$ cat src/rtl/rx_align_pkg.sv
// Shared types and helpers for the RX word-alignment controller and its bench.
package rx_align_pkg;

  localparam int unsigned SLIP_POSITIONS = 8;

  typedef enum logic [2:0] {
    ST_IDLE,
    ST_WAIT,
    ST_CHECK,
    ST_SLIP,
    ST_LOCKED,
    ST_FAIL
  } align_state_t;

  function automatic logic [7:0] reverse8(input logic [7:0] d);
    logic [7:0] r;
    for (int unsigned i = 0; i < 8; i++) r[i] = d[7-i];
    return r;
  endfunction

endpackage

$ cat src/rtl/rx_word_align_dp.sv
// Aligned-word register: optional bit reversal, one-cycle output register, training-word compare.
module rx_word_align_dp
  import rx_align_pkg::*;
#(
  parameter logic [7:0] TRAIN_PATTERN = 8'h2C
) (
  input  logic       SCLK,
  input  logic       RESET,
  input  logic       rev_sel,
  input  logic [7:0] rx_data_in,
  input  logic       rx_data_valid,
  output logic [7:0] rx_data_out,
  output logic       rx_data_out_valid,
  output logic       match
);

  always_ff @(posedge SCLK) begin
    if (RESET) begin
      rx_data_out       <= '0;
      rx_data_out_valid <= 1'b0;
    end else begin
      rx_data_out       <= rev_sel ? reverse8(rx_data_in) : rx_data_in;
      rx_data_out_valid <= rx_data_valid;
    end
  end

  assign match = rx_data_out_valid && (rx_data_out == TRAIN_PATTERN);

endmodule

$ cat src/rtl/rx_word_align_ctrl.sv
// Word-alignment controller for one x4 RX IOD lane: BITSLIP/bit-reverse search,
// lock declaration and loss-of-lock monitoring on training traffic.
module rx_word_align_ctrl
  import rx_align_pkg::*;
#(
  parameter logic [7:0]  TRAIN_PATTERN = 8'h2C,
  parameter int unsigned MATCH_COUNT   = 16,
  parameter int unsigned SLIP_WAIT     = 4,
  parameter int unsigned LOSS_THRESH   = 4
) (
  input  logic       SCLK,
  input  logic       RESET,
  input  logic       start,
  input  logic       train_mode,
  input  logic [7:0] rx_data_in,
  input  logic       rx_data_valid,
  output logic       bitslip,
  output logic       rev_sel,
  output logic [7:0] rx_data_out,
  output logic       rx_data_out_valid,
  output logic       locked,
  output logic       fail,
  output logic [3:0] slip_count,
  output logic       busy
);

  align_state_t state, state_nxt;
  logic [7:0] wait_cnt, wait_nxt;
  logic [7:0] match_cnt, match_nxt;
  logic [7:0] loss_cnt, loss_nxt;
  logic       bitslip_nxt, rev_nxt, locked_nxt, fail_nxt;
  logic [3:0] slip_nxt;
  logic       match;

  rx_word_align_dp #(
    .TRAIN_PATTERN(TRAIN_PATTERN)
  ) u_dp (
    .SCLK             (SCLK),
    .RESET            (RESET),
    .rev_sel          (rev_sel),
    .rx_data_in       (rx_data_in),
    .rx_data_valid    (rx_data_valid),
    .rx_data_out      (rx_data_out),
    .rx_data_out_valid(rx_data_out_valid),
    .match            (match)
  );

  assign busy = (state == ST_WAIT) || (state == ST_CHECK) || (state == ST_SLIP);

  always_ff @(posedge SCLK) begin
    if (RESET) begin
      state      <= ST_IDLE;
      wait_cnt   <= '0;
      match_cnt  <= '0;
      loss_cnt   <= '0;
      bitslip    <= 1'b0;
      rev_sel    <= 1'b0;
      slip_count <= '0;
      locked     <= 1'b0;
      fail       <= 1'b0;
    end else begin
      state      <= state_nxt;
      wait_cnt   <= wait_nxt;
      match_cnt  <= match_nxt;
      loss_cnt   <= loss_nxt;
      bitslip    <= bitslip_nxt;
      rev_sel    <= rev_nxt;
      slip_count <= slip_nxt;
      locked     <= locked_nxt;
      fail       <= fail_nxt;
    end
  end

  always_comb begin
    state_nxt   = state;
    wait_nxt    = wait_cnt;
    match_nxt   = match_cnt;
    loss_nxt    = loss_cnt;
    bitslip_nxt = 1'b0;
    rev_nxt     = rev_sel;
    slip_nxt    = slip_count;
    locked_nxt  = locked;
    fail_nxt    = fail;

    case (state)
      ST_WAIT: begin
        if (wait_cnt == 8'(SLIP_WAIT - 1)) begin
          wait_nxt  = '0;
          match_nxt = '0;
          state_nxt = ST_CHECK;
        end else begin
          wait_nxt = wait_cnt + 8'd1;
        end
      end
      ST_CHECK: begin
        if (match) begin
          if (match_cnt == 8'(MATCH_COUNT - 1)) begin
            locked_nxt = 1'b1;
            loss_nxt   = '0;
            state_nxt  = ST_LOCKED;
          end else begin
            match_nxt = match_cnt + 8'd1;
          end
        end else if (rx_data_out_valid) begin
          state_nxt = ST_SLIP;
        end
      end
      ST_SLIP: begin
        wait_nxt = '0;
        if (slip_count != 4'(SLIP_POSITIONS - 1)) begin
          bitslip_nxt = 1'b1;
          slip_nxt    = slip_count + 4'd1;
          state_nxt   = ST_WAIT;
        end else if (!rev_sel) begin
          // Eighth slip wraps the IOD back to position 0 for the reversed pass.
          bitslip_nxt = 1'b1;
          rev_nxt     = 1'b1;
          slip_nxt    = '0;
          state_nxt   = ST_WAIT;
        end else begin
          fail_nxt  = 1'b1;
          state_nxt = ST_FAIL;
        end
      end
      ST_LOCKED: begin
        if (!train_mode || match) begin
          loss_nxt = '0;
        end else if (rx_data_out_valid) begin
          if (loss_cnt == 8'(LOSS_THRESH - 1)) begin
            loss_nxt   = '0;
            locked_nxt = 1'b0;
            state_nxt  = ST_SLIP;
          end else begin
            loss_nxt = loss_cnt + 8'd1;
          end
        end
      end
      default: ;
    endcase

    // Restart is honoured from IDLE, LOCKED and FAIL; a running search ignores it.
    if (start && !busy) begin
      rev_nxt    = 1'b0;
      slip_nxt   = '0;
      locked_nxt = 1'b0;
      fail_nxt   = 1'b0;
      wait_nxt   = '0;
      loss_nxt   = '0;
      state_nxt  = ST_WAIT;
    end
  end

endmodule
$ cat config.mk
export PLATFORM = sky130hd
export DESIGN_NAME = rx_word_align_ctrl
export DESIGN_NICKNAME = d
export VERILOG_FILES = /design/src/rtl/rx_align_pkg.sv /design/src/rtl/rx_word_align_dp.sv /design/src/rtl/rx_word_align_ctrl.sv
export SDC_FILE = /design/constraint.sdc
export NUM_CORES = 1
export LEC_CHECK = 0
export CORE_MARGIN = 3
export CORE_UTILIZATION = 54
export CTS_CLUSTER_DIAMETER = 100
export DETAILED_ROUTE_END_ITERATION = 7
export GPL_TIMING_DRIVEN = 1
export MAX_ROUTING_LAYER = met4
export PLACE_DENSITY = 0.83
export SYNTH_ARGS = -nofsm -noshare
export SYNTH_HDL_FRONTEND = slang
export SYNTH_SLANG_ARGS = --single-unit
$ cat constraint.sdc
create_clock -name SCLK -period 2.8 [get_ports SCLK]
set_clock_uncertainty 0.2 [all_clocks]
set_input_delay 0.28 -clock SCLK [delete_from_list [all_inputs] [get_ports SCLK]]
set_output_delay 0.28 -clock SCLK [all_outputs]
set_load 0.03 [all_outputs]
==> flow_summary.ini <==
[worst_setup_path]
cp_slowest_cell = or4_1
critPathTopFamily = simple AND/OR/NAND/NOR gates
cp-startpoint = u_dp.rx_data_out_valid
r2r_slack_ns = 0.32
critical_path_arrival_ns = 2.51
cp.buffers_inverters = 0
crit_path_start_kind = flip-flop
crit_required_ns = 2.84
cp_num_cells = 5
crit-reg2reg-launch = u_dp.rx_data_out_valid
crit_chain = nor4bb_1 -> and4_1 -> o211ai_2 -> or4_1 -> a21oi_1
end_kind = flip-flop
cp_slowest_stage_delay_ns = 0.56
crit_type = reg2reg
r2r-end = loss_cnt[5]
path_max_fanout = 12
r2r_cells = 5
cp-endpoint = loss_cnt[5]

[clock_network]
tritoncts = done
cts.clk_slew.worst_paths_ns = 0.09
ctsHtreeMaxLevel = 2
cts_setup_buffers = 0
hold_buffers = 0
cts-resized-gates = 0
cts_sinks = 44
cts_made_buffers = 5
cts_buffer_depth = 2
cts-root-buf = clkbuf_8
clock_latency_ns = 0.30

[die]
dieArea_mm2 = 0.00492
io_pins = 31
start_util_pct = 58.5
die_w_um = 70.1
core_mm2 = 0.00380
die_height_um = 70.1
rows = 22

[global_routing]
track_usage_pct = 21.0
grt_max_degree = 15
antenna_found_initial = 0
overflow = 0
grt_pass1_vias = 1911
grt_pass1_wl_um = 8250

[placement]
gp_congestion = 0.861
port_buffers = 30
dp_hpwl_um = 3510
place_area_mm2 = 0.00260

[min_path]
hold_class = reg2reg

[power]
power_density_mw_per_mm2 = 468
worst_ir_drop_vdd_uv = 374
comb_power_share_pct = 9.3
p_seq_share_pct = 50.3
p_sw_share_pct = 23.3
internal_power_mw = 0.977
power_frac_clock_pct = 40.4
p_sw_mw = 0.297
p_leak_nw = 0.976

[route]
m1WireLength_um = 2310
first_pass_iters = 4
vias_per_cell = 5.83
ant_nets = 0
route.met2.wl_um = 2280
vias = 1995
drt_iter0_markers = 89
drt-total-wl_um = 4880
avgRoutedWirePerCell_um = 14.3
drc_errors = 0
met3_length_um = 236
highest_layer = met4

[synthesis]
ys_ff_latch = 44
syn_area_mm2 = 0.00222
synth_edf_count = 0
synthesis.nets = 273
synthArstFlopShare_pct = 0
synth_area_per_cell_um2 = 8.68
seq_area_frac_synth_pct = 39.7
synth-warning-count = 0
synthFlopType = dfxtp_1
ys_types = 54
syn_inst = 256

[sta]
tightest_slew_ns = 0.612
period_share_pct = 88.4
maxSlewHeadroom_pct = 59.2
rsz0062_at_grt = no
setup-tns-final_ns = 0
finalHoldViolations = 0
fmax_ghz = 0.404
fin_crit_ns = 2.48
slew_viol_final = 0
setup_viol = 0

[run]
maxCapViolCount = 0

[outcome]
status = completed

[cells_and_area]
syn_to_final_growth_pct = 22.5
final_cell_area_mm2 = 0.00272
n_antenna_cell = 0
nNetsFinal = 310
drive_above_1_share_pct = 8.84
## worst min path at each step
stage | startpoint | cells past startpoint | to
2_1_floorplan | RESET | 1 | u_dp.rx_data_out_valid
3_3_place_gp | fail | 2 | fail
3_5_place_dp | loss_cnt[7] | 2 | loss_cnt[7]
4_1_cts | loss_cnt[7] | 2 | loss_cnt[7]
5_1_grt | loss_cnt[4] | 2 | loss_cnt[4]
6_report | loss_cnt[7] | 2 | loss_cnt[7]
## Yosys cell counts, types with 2 or more instances
cell type / count / share of area (%)
xnor2_1: 4 / 1.6
a211oi_1: 2 / 0.68
or3_2: 2 / 0.68
nor2b_1: 3 / 0.85
a21o_1: 4 / 1.4
nand4_1: 6 / 1.7
or3_1: 4 / 1.1
a31o_2: 2 / 0.79
o21ai_0: 10 / 2.3
or4_1: 4 / 1.4
ha_1: 4 / 2.3
nand3b_1: 4 / 1.4
inv_1: 5 / 0.85
clkbuf_1: 3 / 0.51
o21a_1: 3 / 1.0
o31ai_1: 4 / 1.4
nand2_1: 16 / 2.7
nand3_1: 11 / 2.5
and3_1: 5 / 1.4
a21oi_1: 20 / 4.5
o21bai_1: 2 / 0.68
nor2_1: 33 / 5.6
and2_1: 4 / 1.1
nor3_1: 4 / 0.90
xor2_1: 4 / 1.6
nor3b_1: 3 / 1.0
buf_1: 2 / 0.34
a311oi_1: 3 / 1.2
dfxtp_1: 44 / 40
nand2b_1: 2 / 0.56
a221oi_1: 4 / 1.6
mux2i_1: 13 / 5.9
## tightest hold or removal path, cell delays in order, from the launching register on
cell     delay, ns
dfxtp_1       0.33
o31ai_1       0.06
a21oi_1       0.05
## cell type report
type | count | area [um^2]
timing repair buffer | 37 | 353
multi-input combinational | 200 | 1290
sequential | 44 | 881
clock buffer | 6 | 82.6
fill | 290 | 1080
clock inverter | 2 | 38.8
tap | 48 | 60.1
inverter | 5 | 18.8
## per-stage QoR
step	setup WS (ns)	total power [mW]	hold slack, ns	util [%]	std cells
after detailed placement	0.339	0.772	0.279	68.4	334
after global routing	0.148	1.32	0.329	71.6	342
after CTS	0.321	1.29	0.293	71.6	342
final	0.324	1.27	0.291	71.6	342
after floorplan	0.363	0.718	0.152	-	256
after global placement	0.406	0.771	0.253	68.4	334
## cell families (layout without fill, tap and decap cells)
kind of cell | after synthesis | in the layout | synth area share (%)
xor gates and xnor gates | 8 | 8 | 3.15
DFF | 44 | 44 | 39.7
adders and majority gates | 4 | 4 | 2.25
AOI/OAI and AO/OA | 65 | 65 | 20.0
and+or+nand+nor | 110 | 110 | 26.6
muxes | 13 | 13 | 5.86
buffers and inverters | 12 | 50 | 2.42
## routing by layer
metal / track usage [%] / vias to the layer above
met5: - / -
met1: 25.0 / 931
met4: 7.45 / 0
met3: 6.33 / 6
met2: 33.7 / 35
li1: - / 1023
## power by group through the flow
stage	clock network [mW]	registers (mW)	logic (mW)
after global placement	0	0.656	0.115
final	0.515	0.641	0.118
after floorplan	0	0.669	0.0494
after global routing	0.547	0.642	0.128
after detailed placement	0	0.656	0.116
after CTS	0.527	0.641	0.117
## cells in the final DEF, fill, tap and decap left out, types with 4 or more instances in the layout
cell type        count
nand4_1              6
dfxtp_1             44
a21oi_1             20
or4_1                4
clkdlybuf4s50_1     30
xor2_1               4
o31ai_1              4
nor2_1              33
mux2i_1             13
a21o_1               4
o21ai_0             10
nand3b_1             4
nor3_1               4
nand3_1             11
nand2_1             16
clkbuf_8             6
a221oi_1             4
ha_1                 4
buf_4                7
and3_1               5
or3_1                4
and2_1               4
inv_1                5
xnor2_1              4
## registers in the layout, indices dropped and copies added (netlist names)
name	cells
locked	1
loss_cnt	8
slip_count	4
rev_sel	1
u_dp.rx_data_out	8
u_dp.rx_data_out_valid	1
bitslip	1
wait_cnt	8
state	3
match_cnt	8
fail	1
Note: power is estimated with default switching activity, not from simulation.
